[config.mk]
export PLATFORM = sky130hd
export DESIGN_NAME = game_countdown_timer
export DESIGN_NICKNAME = d
export VERILOG_FILES = /design/src/rtl/game_timer_pkg.sv /design/src/rtl/timer_bcd_alu.sv /design/src/rtl/game_countdown_timer.sv
export SDC_FILE = /design/constraint.sdc
export NUM_CORES = 1
export LEC_CHECK = 0
export ABC_AREA = 1
export BUFFER_PORTS_ARGS = -buffer_cell sky130_fd_sc_hd__buf_4
export CAP_MARGIN = 25
export CORE_ASPECT_RATIO = 1.75
export CORE_UTILIZATION = 60
export DETAILED_ROUTE_END_ITERATION = 7
export PLACE_DENSITY_LB_ADDON = 0.05
export SETUP_SLACK_MARGIN = 0.1
export SKIP_LAST_GASP = 1
export SLEW_MARGIN = 20
export SYNTH_ARGS = -nofsm -noshare
export SYNTH_HDL_FRONTEND = slang
export SYNTH_SLANG_ARGS = --single-unit
[constraint.sdc]
create_clock -name clk -period 4.85 [get_ports clk]
set_clock_uncertainty 0.15 [all_clocks]
set_input_delay 0.485 -clock clk [delete_from_list [all_inputs] [get_ports clk]]
set_output_delay 0.485 -clock clk [all_outputs]
set_load 0.02 [all_outputs]
[src/rtl/game_timer_pkg.sv]
// Shared types for the game-round countdown timer: FSM states and two-digit BCD time values.
package game_timer_pkg;

    typedef enum logic [1:0] {IDLE, RUN, PAUSED, EXPIRED} timer_state_t;

    typedef logic [3:0] bcd_digit_t;

    typedef struct packed {
        bcd_digit_t tens;
        bcd_digit_t ones;
    } bcd2_t;

    // Turns a decimal parameter (0..99) into its two BCD digits.
    function automatic bcd2_t to_bcd2(input int value);
        bcd2_t result;
        result.tens = bcd_digit_t'(value / 10);
        result.ones = bcd_digit_t'(value % 10);
        return result;
    endfunction

endpackage

[src/rtl/timer_bcd_alu.sv]
// Combinational two-digit BCD unit: optional add, then optional decrement, then clamp to a ceiling.
module timer_bcd_alu
    import game_timer_pkg::*;
(
    input  bcd2_t value,
    input  logic  dec,
    input  logic  add_en,
    input  bcd2_t add_val,
    input  bcd2_t max_val,
    output bcd2_t next_val,
    output logic  zero
);

    logic [4:0] ones_sum;
    logic [4:0] ones_adj;
    logic [4:0] tens_sum;
    logic [4:0] tens_adj;
    logic       carry;
    logic       hund;
    bcd_digit_t s_tens;
    bcd_digit_t s_ones;
    logic       d_hund;
    bcd_digit_t d_tens;
    bcd_digit_t d_ones;

    // The sum keeps a hundreds bit so that add-then-decrement is exact before clamping.
    always_comb begin
        ones_sum = 5'd0;
        ones_adj = 5'd0;
        tens_sum = 5'd0;
        tens_adj = 5'd0;
        carry    = 1'b0;
        hund     = 1'b0;
        s_tens   = value.tens;
        s_ones   = value.ones;
        if (add_en) begin
            ones_sum = {1'b0, value.ones} + {1'b0, add_val.ones};
            ones_adj = ones_sum - 5'd10;
            if (ones_sum > 5'd9) begin
                s_ones = ones_adj[3:0];
                carry  = 1'b1;
            end else begin
                s_ones = ones_sum[3:0];
            end
            tens_sum = {1'b0, value.tens} + {1'b0, add_val.tens} + {4'b0000, carry};
            tens_adj = tens_sum - 5'd10;
            if (tens_sum > 5'd9) begin
                s_tens = tens_adj[3:0];
                hund   = 1'b1;
            end else begin
                s_tens = tens_sum[3:0];
            end
        end

        d_hund = hund;
        d_tens = s_tens;
        d_ones = s_ones;
        if (dec && (hund || s_tens != 4'd0 || s_ones != 4'd0)) begin
            if (s_ones != 4'd0) begin
                d_ones = s_ones - 4'd1;
            end else begin
                d_ones = 4'd9;
                if (s_tens != 4'd0) begin
                    d_tens = s_tens - 4'd1;
                end else begin
                    d_tens = 4'd9;
                    d_hund = 1'b0;
                end
            end
        end

        if (d_hund || d_tens > max_val.tens ||
            (d_tens == max_val.tens && d_ones > max_val.ones)) begin
            next_val = max_val;
        end else begin
            next_val.tens = d_tens;
            next_val.ones = d_ones;
        end
        zero = (next_val.tens == 4'd0) && (next_val.ones == 4'd0);
    end

endmodule

[src/rtl/game_countdown_timer.sv]
// Game-round countdown: consumes the one-second strobe and runs a BCD timer with pause,
// bonus time, low-time warning and time-up reporting.
module game_countdown_timer
    import game_timer_pkg::*;
#(
    parameter int START_SEC = 60,
    parameter int MAX_SEC   = 99,
    parameter int BONUS_SEC = 5,
    parameter int WARN_SEC  = 10
) (
    input  logic       clk,
    input  logic       resetN,
    input  logic       one_sec,
    input  logic       start,
    input  logic       pause_toggle,
    input  logic       add_bonus,
    output logic [3:0] tens,
    output logic [3:0] ones,
    output logic       running,
    output logic       warning,
    output logic       time_up,
    output logic       time_up_pulse
);

    localparam bcd2_t START_BCD = to_bcd2(START_SEC);
    localparam bcd2_t MAX_BCD   = to_bcd2(MAX_SEC);
    localparam bcd2_t BONUS_BCD = to_bcd2(BONUS_SEC);

    timer_state_t state, state_n;
    bcd2_t        time_val, time_n;
    logic         one_sec_d;
    logic         pulse_n;
    logic         tick;
    logic         alu_dec;
    logic         alu_add;
    bcd2_t        alu_next;
    logic         alu_zero;
    logic [6:0]   time_bin;

    assign tick = one_sec & ~one_sec_d;

    // start and pause_toggle pre-empt the arithmetic, so the ALU only sees surviving requests.
    assign alu_dec = (state == RUN) && tick && !start && !pause_toggle;
    assign alu_add = (state == RUN || state == PAUSED) && add_bonus && !start && !pause_toggle;

    timer_bcd_alu u_alu (
        .value    (time_val),
        .dec      (alu_dec),
        .add_en   (alu_add),
        .add_val  (BONUS_BCD),
        .max_val  (MAX_BCD),
        .next_val (alu_next),
        .zero     (alu_zero)
    );

    always_ff @(posedge clk) begin
        if (!resetN) begin
            state         <= IDLE;
            time_val      <= START_BCD;
            one_sec_d     <= 1'b0;
            time_up_pulse <= 1'b0;
        end else begin
            state         <= state_n;
            time_val      <= time_n;
            one_sec_d     <= one_sec;
            time_up_pulse <= pulse_n;
        end
    end

    always_comb begin
        state_n = state;
        time_n  = time_val;
        pulse_n = 1'b0;
        if (start) begin
            state_n = RUN;
            time_n  = START_BCD;
        end else begin
            case (state)
                RUN: begin
                    if (pause_toggle) begin
                        state_n = PAUSED;
                    end else if (alu_dec || alu_add) begin
                        time_n = alu_next;
                        // A bonus in the same cycle always leaves time above zero.
                        if (alu_dec && !alu_add && alu_zero) begin
                            state_n = EXPIRED;
                            pulse_n = 1'b1;
                        end
                    end
                end
                PAUSED: begin
                    if (pause_toggle) begin
                        state_n = RUN;
                    end else if (alu_add) begin
                        time_n = alu_next;
                    end
                end
                default: ;
            endcase
        end
    end

    assign time_bin = ({3'b000, time_val.tens} * 7'd10) + {3'b000, time_val.ones};

    assign tens    = time_val.tens;
    assign ones    = time_val.ones;
    assign running = (state == RUN);
    assign time_up = (state == EXPIRED);
    assign warning = (state != IDLE) && (time_bin != 7'd0) && (time_bin <= 7'(WARN_SEC));

endmodule

==> results of run 1 <==
-- per-layer routing --
layer,global-route usage (%),wire length (um)
met3,5.097,163
met1,31.31,1785
met2,61.95,2502
met5,0,0
met4,9.722,105
-- layout by cell type (no fill, tap or decap), types with 3 or more instances in the layout --
master    Yosys  routed
a21oi_1      12      12
buf_4         0      20
clkbuf_8      0       4
dfxtp_1      12      10
ha_1         17      15
inv_1        41      40
inv_2        10      11
nand2_1      81      79
nand2_2       8      10
nand3_1      29      29
nand3_2       4       4
nand3_4       3       3
nand4_1       5       5
nor2_1       22      22
o21ai_0      10      10
-- report_power, final --
group | internal [W] | switching (W)
Clock | 0.0000717 | 0.0000376
Combinational | 0.0000594 | 0.000104
Sequential | 0.000104 | 0.00000894
Total | 0.000235 | 0.000150
-- worst max-delay path: cells and delay by family, from the launching register on --
family                   cells  cell delay (ns)
AND/OR/NAND/NOR             23             2.22
flip-flops                   1             0.40
adder cells (fa/ha/maj)      5             1.13
AO/OA/AOI/OAI                2             0.16
buffers and inverters        4             0.30
-- worst max-delay path by stage --
stage	to	slack, ns	cells after the start
finish	state[0]$_SDFFE_PN0P_	0.42	34
global route	state[0]$_SDFFE_PN0P_	0.11	34
CTS	state[0]$_SDFFE_PN0P_	0.16	34
detailed placement	state[0]$_SDFFE_PN0P_	0.17	34
global placement	state[0]$_SDFFE_PN0P_	0.25	34
floorplan	state[0]$_SDFFE_PN0P_	0.59	34
-- state kept, by name, summed over array words and instances (netlist names) --
| register | flops |
|---|---|
| state | 2 |
| tens | 4 |
| time_up_pulse | 1 |
| ones | 4 |
| one_sec_d | 1 |
-- cell type report --
class                           count  area (um^2)  share of cell area [%]
Sequential cell                    12        242.7                   11.95
Tap cell                           27        33.78                   1.663
Timing Repair Buffer               20        150.1                   7.389
Clock buffer                        4        55.05                   2.709
Inverter                           51        191.4                   9.421
Multi-Input combinational cell    224         1359                   66.87
-- per-stage QoR --
stage               instance area, um^2  power [W]  std cells  utilization, %  hold slack [ns]
floorplan                          1798  0.0002357        290               -           0.3371
global placement                   1946  0.0002702        332           69.89           0.3698
detailed placement                 1946  0.0002732        332           69.89           0.3820
CTS                                2001  0.0003811        336           71.87           0.2793
global route                       2032  0.0004108        338           72.99           0.2884
finish                             2032  0.0003854        338           72.99           0.2758
-- logic make-up after synthesis --
family,after synthesis,share of synthesized area [%]
buf+inv,54,11.83
simple gates,164,46.14
fa+ha+maj,19,14.06
compound gates,36,11.76
xor+xnor,5,2.854
flops,12,13.36
-- repair_timing --
| item | 4_1_cts | 5_1_grt |
|---|---|---|
| resized for setup | 0 | 8 |
| setup buffers | 0 | 2 |
| setup endpoints to repair | 0 | 9 |
==> results.json, run 1 <==
{
  "status": "finished, violations left",
  "violations": "DRC",
  "drcViolationCount": 2,
  "num_rows": 25,
  "dieArea_um2": 3228,
  "worstSetupPathType": "reg -> reg",
  "grt_pass1_vias": 1790,
  "num-nets-final": 337,
  "worstMarginPinSlew_ns": 0.4155,
  "fin_crit_sh_pct": 91.31,
  "setup_slack_ns": 0.4214,
  "rsz0062_at_grt": "false",
  "vias_per_cell": 5.601,
  "power.density_nw_per_um2": 189.7,
  "tritoncts": "done",
  "critPathSlowestCell": "dfxtp_2",
  "worstSetupEndpointType": "flop",
  "port_buffers": 17,
  "antenna_cells": 0,
  "start_util_pct": 64.58,
  "antenna_found_initial": 0,
  "p_leak_nw": 1.097,
  "seq_area_frac_synth_pct": 13.36,
  "htreeDepth": 1,
  "synth_seq_cells": 12,
  "cts.sinks": 12,
  "routed_wl_mm": 4.557,
  "timing.rr.start": "ones[0]$_SDFFE_PP0P_",
  "whs_path_depth": 3,
  "ys_warn_count": 0,
  "yosysMostFrequentCell": "nand2_1",
  "drive_gt1_share_pct": 21.54,
  "synth_cell_types": 36,
  "wl_per_cell_um": 13.48,
  "clockRootBuffer": "clkbuf_8",
  "fin_tns_setup_ns": 0,
  "drt_pass1_iterations": 6,
  "hp-start": "one_sec",
  "irDropWorstVdd_uv": 258.9,
  "yosys.area.top_type": "nand2_1",
  "arrival_ns": 4.46,
  "cts_inserted_buffers": 3,
  "cp.required_ns": 4.88,
  "finalCriticalPeriod_ns": 4.429,
  "fmax_ghz": 0.2258,
  "critPathLaunchType": "flop",
  "synth_area_um2": 1798,
  "max_stage_delay_ns": 0.40,
  "cts.reportedPaths.clkPinSlew_ns": 0.06,
  "crit_top_cell": "nand2_1",
  "r2r_cells": 34,
  "design.core.area_um2": 2784,
  "relSlewSlack_pct": 72.26,
  "ff2ff_setup_slack_ns": 0.42,
  "vias": 1893,
  "synth_top_area_share_pct": 16.91,
  "synth_area_leaders": "nand2_1 (17%), dfxtp_1 (13%), ha_1 (12%)",
  "worstReg2RegEnd": "state[0]$_SDFFE_PN0P_",
  "hold_path_class": "in -> reg",
  "cts_hold_buf": 0,
  "hold-path-endpoint": "one_sec_d$_SDFF_PN0_",
  "place.gp.congestion": 0.8951,
  "ys.flop_type": "dfxtp_1",
  "grt_usage_pct": 30.97,
  "synth-edff-count": 0,
  "cp-startpoint": "ones[0]$_SDFFE_PP0P_",
  "ys_top_cells_by_count": "nand2_1 (81), inv_1 (41), nand3_1 (29)",
  "ios": 18,
  "syn_inst": 290,
  "die_h_um": 74.42,
  "drtAntennaViolNets": 0,
  "clockBufferDepth": 2,
  "gr-total-overflow": 0,
  "setup_viol": 0,
  "drt-initial-drc-count": 59,
  "grt_max_degree": 15,
  "postSynthAreaPerCell_um2": 6.200,
  "syn_to_final_growth_pct": 13.01,
  "cap_violations": 0,
  "n_fill_cell": 264,
  "hold_viol": 0,
  "grt_pass1_wl_mm": 7.583,
  "insertion_delay_ns": 0.24,
  "drv_slew": 0,
  "synthArstFlopShare_pct": 0,
  "worstPathMaxFanout": 7,
  "dp_slack_ns": 0.1740,
  "syn-num-nets": 315,
  "dpl.hpwl_mm": 3.584,
  "die_w_um": 43.38
}
(Power assumes the default switching activity.)
==> run 2, diff against run 1 <==
CORE_UTILIZATION = 54   (was 60)
clock period = 3.6 ns   (was 4.85 ns; I/O delays follow)
==> run 2 against run 1 <==
Compared with the run above:
- the run ends with setup timing left
- non-clock buffer count rose by 54
- sequential power grew 33%
- utilization grew 13 points
- sequential cell count unchanged
- register-to-register slack got worse by 0.91 ns
- wire length grew 37%
- die area grew 11%
- count of clock-buffer cells in the layout unchanged
- total power rose by 63%
- clock power is 41% higher
- via count increased by 19%
- setup slack got worse by 0.91 ns
==> results.json, run 2 (synthesis gave the netlist of run 1 again) <==
{
  "status": "finished, violations left",
  "violations": "setup timing",
  "rsz0062_at_grt": "true",
  "multiInputGateArea_um2": 1623,
  "regArea_um2": 249.0,
  "cp.required_ns": 3.64,
  "routed_wl_mm": 6.222,
  "grt_pass1_vias": 2101,
  "cp_num_buf_inv": 5,
  "grt_usage_pct": 31.93,
  "cts.reportedPaths.clkPinSlew_ns": 0.06,
  "worst-path-stages": 36,
  "clockBufferDepth": 2,
  "fmax_ghz": 0.2444,
  "crit_top_cell": "nand2_2",
  "num_rows": 27,
  "syn_to_final_growth_pct": 52.68,
  "antenna_cells": 0,
  "cap_violations": 0,
  "drt_pass1_iterations": 5,
  "ff2ff_setup_slack_ns": -0.49,
  "vias": 2261,
  "most-common-layout-cells": "buf_4 (72), nand2_1 (64), inv_1 (32)",
  "hold_path_class": "in -> reg",
  "grt_max_degree": 14,
  "clockRootBuffer": "clkbuf_8",
  "r2r_cells": 36,
  "critPathSlowestCell": "dfxtp_4",
  "drv_slew": 0,
  "cts_hold_buf": 0,
  "worstReg2RegEnd": "state[0]$_SDFFE_PN0P_",
  "die_w_um": 45.62,
  "worstSetupPathType": "reg -> reg",
  "met2_length_mm": 3.510,
  "num-nets-final": 391,
  "start_util_pct": 56.62,
  "tritoncts": "done",
  "grt_pass1_wl_mm": 8.576,
  "port_buffers": 17,
  "wirelength_met1_mm": 2.193,
  "vias_per_cell": 5.542,
  "wl_per_cell_um": 15.25,
  "cp-startpoint": "ones[0]$_SDFFE_PP0P_",
  "antenna_found_initial": 0,
  "fin_crit_sh_pct": 113.6,
  "gr-total-overflow": 0,
  "top_layer_used": "met4",
  "cts_inserted_buffers": 3,
  "dieArea_um2": 3574,
  "worstSetupEndpointType": "flop",
  "place.gp.congestion": 0.9278,
  "irDropWorstVdd_uv": 210.4,
  "max_stage_delay_ns": 0.36,
  "arrival_ns": 4.13,
  "cts.sinks": 12,
  "final_cell_area_um2": 2745,
  "final_common_cell": "buf_4",
  "critPathCapture": "state[0]$_SDFFE_PN0P_",
  "dpl.hpwl_mm": 4.043,
  "drt-initial-drc-count": 74,
  "ios": 18,
  "p_leak_nw": 1.379,
  "setup_viol": 11,
  "drtAntennaViolNets": 0,
  "design.core.area_um2": 3176,
  "hold_viol": 0,
  "relSlewSlack_pct": 65.04,
  "worstMarginPinSlew_ns": 0.5224,
  "holdWs_ns": 0.1503,
  "insertion_delay_ns": 0.25,
  "finalCriticalPeriod_ns": 4.091,
  "timing.rr.start": "ones[0]$_SDFFE_PP0P_",
  "die_h_um": 78.34,
  "place_area_um2": 2326,
  "drive_gt1_share_pct": 45.75,
  "power.density_nw_per_um2": 228.6,
  "route.met3.wl_um": 281,
  "n_fill_cell": 208,
  "crit_family": "simple AND/OR/NAND/NOR gates",
  "htreeDepth": 1,
  "drcViolationCount": 0,
  "critPathLaunchType": "flop",
  "worstPathMaxFanout": 4,
  "setup_slack_ns": -0.4910
}
==> run 2: changes by cell type in the layout (fill, tap and decap cells not counted), moves of 7 or more <==
cell     before  now
buf_4        20   72
nand2_1      79   64
nand2_2      10   19
inv_1        40   32
ha_4          0    7
==> run 2: where the power goes <==
part | total [W] | internal [W] | switching (W)
logic | 0.000323 | 0.000139 | 0.000185
clock network | 0.000154 | 0.0000969 | 0.0000570
registers | 0.000150 | 0.000139 | 0.0000112
==> run 2: timing repair <==
| item | in CTS | in global routing |
|---|---|---|
| pin swaps | 21 | 20 |
| buffers inserted | 16 | 4 |
| hold endpoints to repair | 0 | 0 |
| endpoints found under the setup margin | 11 | 11 |
| resized for setup | 19 | 34 |
==> run 2: routing by layer <==
metal  global-route usage, %  vias to the layer above
met5                       0                        -
met4                   16.36                        0
met3                   1.839                       29
met2                   63.43                      105
met1                   29.01                     1047
li1                        -                     1080
==> run 2: how the worst min path moves through the flow <==
stage	start	cells past startpoint	slack, ns	to
4_1_cts	one_sec	3	0.15	one_sec_d$_SDFF_PN0_
3_5_place_dp	one_sec	3	0.40	one_sec_d$_SDFF_PN0_
5_1_grt	one_sec	3	0.17	one_sec_d$_SDFF_PN0_
2_1_floorplan	pause_toggle	1	0.29	time_up_pulse$_SDFF_PP0_
3_3_place_gp	state[1]$_SDFFE_PP0P_	2	0.39	state[1]$_SDFFE_PP0P_
6_report	one_sec	3	0.15	one_sec_d$_SDFF_PN0_
==> run 2: final cells by class <==
cell class / count / area share (%)
multi-input combinational: 224 / 59.12
sequential: 12 / 9.070
clock buffer: 4 / 2.005
inverter: 51 / 7.338
timing repair buffer: 74 / 20.51
tap: 43 / 1.960
==> run 2: worst reg2reg max path: cells and delay by family (launching register included) <==
| kind | cells | cell delay, ns |
|---|---|---|
| AND/OR/NAND/NOR | 24 | 2.26 |
| AO/OA/AOI/OAI | 2 | 0.15 |
| adder cells (fa/ha/maj) | 5 | 0.82 |
| flip-flops | 1 | 0.36 |
| buffers and inverters | 5 | 0.29 |
==> run 2: metrics by stage <==
step | util [%] | worst slack (ns) | setup TNS [ns] | instances | total power, W
2_1_floorplan | - | -0.1096 | -0.1471 | 290 | 0.0003276
3_3_place_gp | 73.25 | -0.1988 | -1.310 | 384 | 0.0004120
3_5_place_dp | 73.25 | -0.3191 | -2.437 | 384 | 0.0004137
4_1_cts | 80.77 | -0.2908 | -2.057 | 404 | 0.0005860
5_1_grt | 86.45 | -0.7744 | -7.072 | 408 | 0.0006573
6_report | 86.45 | -0.4910 | -4.186 | 408 | 0.0006276
==> run 3, diff against run 2 <==
SETUP_SLACK_MARGIN = 0.5   (was 0.1)
==> run 3 against run 2 <==
Compared with the run above:
- largest cell class unchanged
- the run still ends with setup timing left
- final area is 5.3% lower
- highest routed layer unchanged
- critical path depth is 2 lower
- sequential power hardly changed
- global-route usage is 0.13 points higher
==> results.json, run 3 (synthesis gave the netlist of run 1 again) <==
{
  "cts.sinks": 12,
  "htreeDepth": 1,
  "drt-initial-drc-count": 64,
  "whs_path_depth": 3,
  "use_met1_pct": 26.48,
  "dpl.hpwl_mm": 4.178,
  "worstSetupPathType": "reg -> reg",
  "cts_inserted_buffers": 3,
  "p_leak_nw": 1.315,
  "rsz0062_at_grt": "true",
  "cap_violations": 0,
  "hold_viol": 0,
  "arrival_ns": 4.04,
  "crit_top_cell": "nand2_2",
  "power.density_nw_per_um2": 225.3,
  "drv_slew": 0,
  "dieArea_um2": 3574,
  "grt-busiest-layer": "met2",
  "die_w_um": 45.62,
  "violations": "setup timing",
  "grt_usage_pct": 32.06,
  "clockBufferDepth": 2,
  "hold-path-endpoint": "one_sec_d$_SDFF_PN0_",
  "ff2ff_setup_slack_ns": -0.39,
  "grt_max_degree": 14,
  "r2r_cells": 34,
  "p_int_w": 0.0003414,
  "clkPwrFrac_pct": 23.4,
  "multiInputGateArea_um2": 1578,
  "use_met3_pct": 4.828,
  "setup_slack_ns": -0.3891,
  "gr-total-overflow": 0,
  "start_util_pct": 56.62,
  "drcViolationCount": 0,
  "worstSetupEndpointType": "flop",
  "switching_share_pct": 41.72,
  "die_h_um": 78.34,
  "drive_gt1_share_pct": 43.79,
  "holdWs_ns": 0.1387,
  "antenna_found_initial": 0,
  "syn_to_final_growth_pct": 44.61,
  "clockRootBuffer": "clkbuf_8",
  "num_rows": 27,
  "max_stage_delay_ns": 0.39,
  "cts.reportedPaths.clkPinSlew_ns": 0.06,
  "antenna_cells": 0,
  "insertion_delay_ns": 0.26,
  "final_cell_area_um2": 2600,
  "regArea_um2": 250.2,
  "drt_pass1_iterations": 6,
  "grt_pass1_vias": 2147,
  "hold_path_class": "in -> reg",
  "status": "finished, violations left",
  "fmax_ghz": 0.2507,
  "vias": 2168,
  "final_common_cell": "nand2_1",
  "ios": 18,
  "total_power_w": 0.0005858,
  "worstPathMaxFanout": 5,
  "cp.required_ns": 3.65,
  "critPathLaunchType": "flop",
  "port_buffers": 17,
  "utilization_pct": 81.88,
  "design.core.area_um2": 3176,
  "n_fill_cell": 227,
  "timing.rr.start": "ones[0]$_SDFFE_PP0P_",
  "worstReg2RegEnd": "state[0]$_SDFFE_PN0P_",
  "place_area_um2": 2333,
  "combPwrFrac_pct": 50.9,
  "place.gp.congestion": 0.9638,
  "vias_per_cell": 5.461,
  "irDropWorstVdd_uv": 205.3,
  "relSlewSlack_pct": 62.11,
  "num-nets-final": 380,
  "routed_wl_mm": 5.530,
  "grt_pass1_wl_mm": 8.487,
  "dp_slack_ns": -0.3353,
  "critPathSlowestCell": "dfxtp_4",
  "hp-start": "one_sec",
  "fin_crit_sh_pct": 110.8,
  "use_met2_pct": 62.14,
  "wl_per_cell_um": 13.93,
  "finalCriticalPeriod_ns": 3.989,
  "drtAntennaViolNets": 0,
  "most-common-layout-cells": "nand2_1 (63), buf_4 (62), inv_1 (32)",
  "tritoncts": "done",
  "switchingPower_w": 0.0002444,
  "worstMarginPinSlew_ns": 0.5662,
  "setup_viol": 11,
  "power_frac_seq_pct": 25.7
}
## run 3: routing by layer
layer  vias up  share of wire (%)
met3        37                4.0
met1       994                 34
met5         -                  0
met4         0                5.4
li1       1058                  -
met2        79                 57
## run 3: worst max path at each step
stage | slack (ns) | from | to | depth (start not counted)
detailed placement | -0.34 | ones[0]$_SDFFE_PP0P_ | ones[0]$_SDFFE_PP0P_ | 32
finish | -0.39 | ones[0]$_SDFFE_PP0P_ | state[0]$_SDFFE_PN0P_ | 34
floorplan | -0.11 | ones[0]$_SDFFE_PP0P_ | state[0]$_SDFFE_PN0P_ | 35
global placement | -0.25 | ones[0]$_SDFFE_PP0P_ | ones[0]$_SDFFE_PP0P_ | 32
global route | -0.62 | ones[0]$_SDFFE_PP0P_ | state[0]$_SDFFE_PN0P_ | 37
CTS | -0.28 | ones[0]$_SDFFE_PP0P_ | state[0]$_SDFFE_PN0P_ | 33
## run 3: layout make-up
type                            instances  share of cell area, %
Clock buffer                            3                  1.588
Clock inverter                          1                 0.1444
Inverter                               51                  7.555
Multi-Input combinational cell        224                  60.68
Sequential cell                        12                  9.625
Tap cell                               43                  2.069
Timing Repair Buffer                   63                  18.33
## run 3: what timing repair did
action,4_1_cts,5_1_grt
gates resized for setup,26,17
buffers inserted,5,3
setup endpoints to repair,11,12
pin swaps,26,7
hold buffers,0,0
## run 3: worst max-delay path: cells and delay by family, from the launching register on
| kind | cells | cell delay (ns) |
|---|---|---|
| AND/OR/NAND/NOR | 23 | 2.08 |
| adder cells (fa/ha/maj) | 5 | 0.91 |
| flip-flops | 1 | 0.39 |
| buffers and inverters | 4 | 0.21 |
| AO/OA/AOI/OAI | 2 | 0.17 |
## run 3: stage by stage
step                setup TNS, ns  std cells
finish                     -2.776        397
global route               -5.120        397
CTS                        -2.169        394
detailed placement         -2.635        385
global placement           -2.052        385
floorplan                 -0.1471        290
## run 3: power groups by stage
| stage | Combinational, W | Sequential, W | Clock, W |
|---|---|---|---|
| floorplan | 0.000170 | 0.000158 | 0 |
| global placement | 0.000258 | 0.000153 | 0 |
| detailed placement | 0.000261 | 0.000153 | 0 |
| CTS | 0.000281 | 0.000150 | 0.000135 |
| global route | 0.000326 | 0.000152 | 0.000141 |
| finish | 0.000298 | 0.000151 | 0.000137 |
